`config.mk`:
```
export PLATFORM = sky130hd
export DESIGN_NAME = pwd_lock
export DESIGN_NICKNAME = d
export VERILOG_FILES = /design/src/rtl/pwd_lock.sv
export SDC_FILE = /design/constraint.sdc
export NUM_CORES = 1
export LEC_CHECK = 0
export CAP_MARGIN = 10
export CORE_AREA = 3 3 49 84
export CTS_BUF_LIST = sky130_fd_sc_hd__clkbuf_8
export CTS_CLUSTER_SIZE = 30
export DETAILED_ROUTE_END_ITERATION = 12
export DIE_AREA = 0 0 52 87
export PLACE_DENSITY = 0.41
export RECOVER_POWER = 100
export SLEW_MARGIN = 0
export SYNTH_ARGS = -nofsm -noshare
export SYNTH_HDL_FRONTEND = slang
export SYNTH_SLANG_ARGS = --single-unit
```
`constraint.sdc`:
```
create_clock -name clk -period 1.4 [get_ports clk]
set_clock_uncertainty 0.2 [all_clocks]
set_input_delay 0.28 -clock clk [delete_from_list [all_inputs] [get_ports clk]]
set_output_delay 0.28 -clock clk [all_outputs]
set_load 0.01 [all_outputs]
```
`src/rtl/pwd_lock.sv`:
```
// pwd_lock: serial password detector, sliding-overlap (MODE 0) or framed attempts with lockout (MODE 1)
module pwd_lock #(
  parameter int PWD_W = 4,
  parameter logic [PWD_W-1:0] PWD_INIT = 4'b1001,
  parameter int MODE = 0,
  parameter int MAX_FAIL = 3,
  parameter int LOCK_CYCLES = 16,
  localparam int FW = $clog2(MAX_FAIL + 1)
) (
  input  logic          clk,
  input  logic          rst,
  input  logic          in,
  input  logic          in_valid,
  input  logic          pwd_we,
  input  logic [PWD_W-1:0] pwd_din,
  output logic          out,
  output logic          locked,
  output logic [FW-1:0] fail_cnt
);
  localparam int CW = $clog2(PWD_W + 1);
  localparam int TW = $clog2(LOCK_CYCLES + 1);
  typedef enum logic {COLLECT, LOCKED} state_t;
  state_t           r_state;
  logic [PWD_W-1:0] r_pwd;
  // only the low PWD_W-1 bits of history are ever needed to form the candidate
  logic [PWD_W-2:0] r_sr;
  logic [CW-1:0]    r_fill;
  logic [CW-1:0]    r_bcnt;
  logic [FW-1:0]    r_fail;
  logic [TW-1:0]    r_tmr;
  logic             r_out;
  logic [PWD_W-1:0] w_cand;
  logic             w_match;
  logic             w_full;
  logic             w_last;
  logic [FW:0]      w_fail_inc;
  assign w_cand     = {r_sr, in};
  assign w_match    = w_cand == r_pwd;
  assign w_full     = r_fill >= CW'(PWD_W - 1);
  assign w_last     = r_bcnt == CW'(PWD_W - 1);
  assign w_fail_inc = {1'b0, r_fail} + {{FW{1'b0}}, 1'b1};
  assign out        = r_out;
  assign locked     = r_state == LOCKED;
  assign fail_cnt   = r_fail;
  always_ff @(posedge clk or posedge rst) begin
    if (rst) begin
      r_state <= COLLECT;
      r_pwd   <= PWD_INIT;
      r_sr    <= '0;
      r_fill  <= '0;
      r_bcnt  <= '0;
      r_fail  <= '0;
      r_tmr   <= '0;
      r_out   <= 1'b0;
    end else begin
      r_out <= 1'b0;
      if (r_state == LOCKED) begin
        r_tmr <= r_tmr - TW'(1);
        if (r_tmr == TW'(1)) begin
          r_state <= COLLECT;
          r_sr    <= '0;
          r_bcnt  <= '0;
          r_fail  <= '0;
        end
      end else if (pwd_we) begin
        r_pwd  <= pwd_din;
        r_sr   <= '0;
        r_fill <= '0;
        r_bcnt <= '0;
        r_fail <= '0;
      end else if (in_valid) begin
        r_sr <= w_cand[PWD_W-2:0];
        if (MODE == 0) begin
          if (r_fill != CW'(PWD_W)) r_fill <= r_fill + CW'(1);
          r_out <= w_full && w_match;
        end else begin
          r_bcnt <= w_last ? '0 : r_bcnt + CW'(1);
          if (w_last) begin
            if (w_match) begin
              r_out  <= 1'b1;
              r_fail <= '0;
            end else if (w_fail_inc == (FW+1)'(MAX_FAIL)) begin
              r_state <= LOCKED;
              r_fail  <= FW'(MAX_FAIL);
              r_tmr   <= TW'(LOCK_CYCLES);
            end else begin
              r_fail <= w_fail_inc[FW-1:0];
            end
          end
        end
      end
    end
  end
endmodule

```
==> flow_summary.toml <==
[global_route]
grt_antenna_before_repair = 0
grt_usage = 0.0884
grt_pass1_wl_um = 2940
grt_max_degree = 18
overflow = 0
grt_pass1_vias = 671

[synthesis]
synth-edff-count = 0
synth.cell_area_um2 = 868
synth.distinct_cells = 28
ys_async_sr_fraction = 1.00
ys_seq_area_frac = 0.493
synth_top_flop_cell = "dfrtp_1"
yosysWarnings = 0
synthCells = 76
synth_seq_cells = 17
avgSynthCellArea_um2 = 11.4
synth_top_area_cell = "dfrtp_1"
synth_top_area_frac = 0.432
synth_area_leaders = "dfrtp_1 (43%), ha_1 (7.2%), dfstp_2 (6.1%)"

[floorplan]
rows = 28
start_util = 0.250
die_area_um2 = 4520
dieHeight_um = 87
die_w_um = 52
core_area_um2 = 3470
ios = 13

[sta]
rsz0062_at_grt = "true"
setup-violations-final = 4
fmax_mhz = 688
hold_viol_final = 0
drv_slew = 0
setup_ws_ns = -0.0537
final.min_clock_period_ns = 1.45
fin_crit_sh = 1.04

[hold_path]
hold_class = "in -> reg"
holdPathStages = 3

[final_layout]
fin_nets = 117
drive_gt1_frac = 0.363
seqCellArea_um2 = 428
fillerInstances = 356
antenna_cells = 0
multi_input_area_um2 = 432
final_cell_area_um2 = 1190
layout-area-overhead-vs-synth_pct = 37.5

[setup_path]
reg2reg_depth = 5
worstPathRequired_ns = 1.33
path_max_fanout = 4
critPathKind = "reg -> reg"
worstSetupStartpointType = "flop"
arrival_ns = 1.39
cp-end-kind = "flop"

[run_status]
violations = "setup timing"
outcome = "finished, violations left"

[power_and_ir_drop]
pwr-share-clk = 0.343
comb_power_share = 0.138
p_sw_w = 0.000239
peakVddDrop_v = 0.000560
internal_power_w = 0.000793
power.static_leakage_nw = 0.561
seqPwrFrac = 0.519
powerDensity_nw_per_um2 = 865
p_sw_frac = 0.232

[clock_network]
cts_root_buf = "clkbuf_8"
cts.path.max_buffers = 2
cts_buffers = 3
cts_max_level = 1
insertion_delay_ns = 0.25
clock_sinks = 17
cts_tree = "yes"
path_clk_slew_ns = 0.07

[place]
globalplace.congestion = 0.767
place_ws_ns = -0.300
placed_area_um2 = 1120
numPortBuffers = 10
hpwl_um = 1330

[routing]
via_count = 625
drc = 0
drt_iter0_drc = 8
drt-total-wl_um = 1700
antenna_left = 0
avgRoutedWirePerCell_um = 11.5
dr.pass1.iters = 2
viasPerCell = 4.25

[job]
cap_violations = 0
## metal layers
| metal | GRT usage | part of all wire | vias to the layer above |
|---|---|---|---|
| met3 | 0.0189 | 0.034 | 2 |
| met2 | 0.153 | 0.55 | 9 |
| met4 | 0.0597 | 0.015 | 0 |
| met1 | 0.0911 | 0.40 | 304 |
| met5 | 0 | 0 | - |
| li1 | - | - | 310 |
## power by group through the flow
stage / clock (W) / sequential, W / combinational, W
after floorplan: 0 / 0.000540 / 0.0000784
after global placement: 0 / 0.000545 / 0.000133
after detailed placement: 0 / 0.000545 / 0.000134
after CTS: 0.000381 / 0.000535 / 0.000143
after global routing: 0.000395 / 0.000538 / 0.000158
final: 0.000354 / 0.000535 / 0.000143
## path summary, 6_finish.rpt
check	start	to	slack [ns]
max reg2reg	r_tmr[1]	r_sr[2]	-0.05
max	r_tmr[1]	r_sr[2]	-0.05
min	pwd_we	r_fill[1]	0.23
min reg2reg	r_tmr[4]	r_tmr[4]	0.29
min in group asynchronous	rst	r_fill[2]	0.35
max in group asynchronous	rst	r_pwd[3]	0.31
## final cells by class
class,instances,share of cell area
tap,45,0.0472
inverter,8,0.0252
multi-input combinational,48,0.362
clock inverter,1,0.00314
sequential,17,0.358
timing repair buffer,25,0.170
clock buffer,3,0.0346
## metrics by stage
step           utilization  hold slack [ns]  total power, W  instances  setup TNS (ns)
4_1_cts              0.341            0.143         0.00106        147          -0.241
3_5_place_dp         0.323            0.266        0.000679        142           -2.20
6_report             0.344            0.231         0.00103        147          -0.168
3_3_place_gp         0.323            0.272        0.000678        142           -2.22
2_1_floorplan            -          0.00461        0.000618         77               0
5_1_grt              0.344            0.245         0.00109        147          -0.654
## timing repair
action,in CTS,in global routing
hold buffers,0,0
setup endpoints to repair,12,14
pin swaps,3,2
setup buffers,1,0
resized for setup,6,15
gates cloned,0,0
## sequential cells by signal (all words and copies together) (netlist names)
| name | flops |
|---|---|
| locked | 1 |
| out | 1 |
| r_fill | 3 |
| r_pwd | 4 |
| r_sr | 3 |
| r_tmr | 5 |
## kinds of logic (layout without fill, tap and decap cells)
kind of cell	count (synthesis)	after routing	share of synthesized area
fa+ha+maj	5	5	0.0720
compound gates	11	11	0.101
simple gates	15	15	0.0965
buf+inv	12	37	0.0663
xor+xnor	8	8	0.0807
flops	17	17	0.493
other cells	1	2	0.00432
mux	7	7	0.0865
## layout by cell type, fill, tap and decap left out, types with 4 or more instances in the layout
cell type / netlist / final
xor2_1: 4 / 4
xnor2_1: 4 / 4
inv_2: 0 / 4
inv_1: 8 / 5
buf_4: 3 / 13
dfrtp_1: 15 / 15
mux2_2: 4 / 4
clkdlybuf4s50_1: 0 / 6
## critical path, stage by stage, from the launching register on
cell and delay (ns):
dfrtp_1 0.39, inv_2 0.08, ha_4 0.12, inv_2 0.02, o41a_1 0.37, o2bb2ai_1 0.16
## Yosys cell counts (all sizes together), types with 2 or more instances
cell type	count
xnor2	4
o311ai	2
o2bb2ai	3
xor2	4
nor3	2
nand3	2
a21oi	2
mux2i	3
mux2	4
ha	5
inv	8
nor2	3
dfrtp	15
buf	4
nand2	4
dfstp	2
Note: power is estimated with default switching activity, not from simulation.
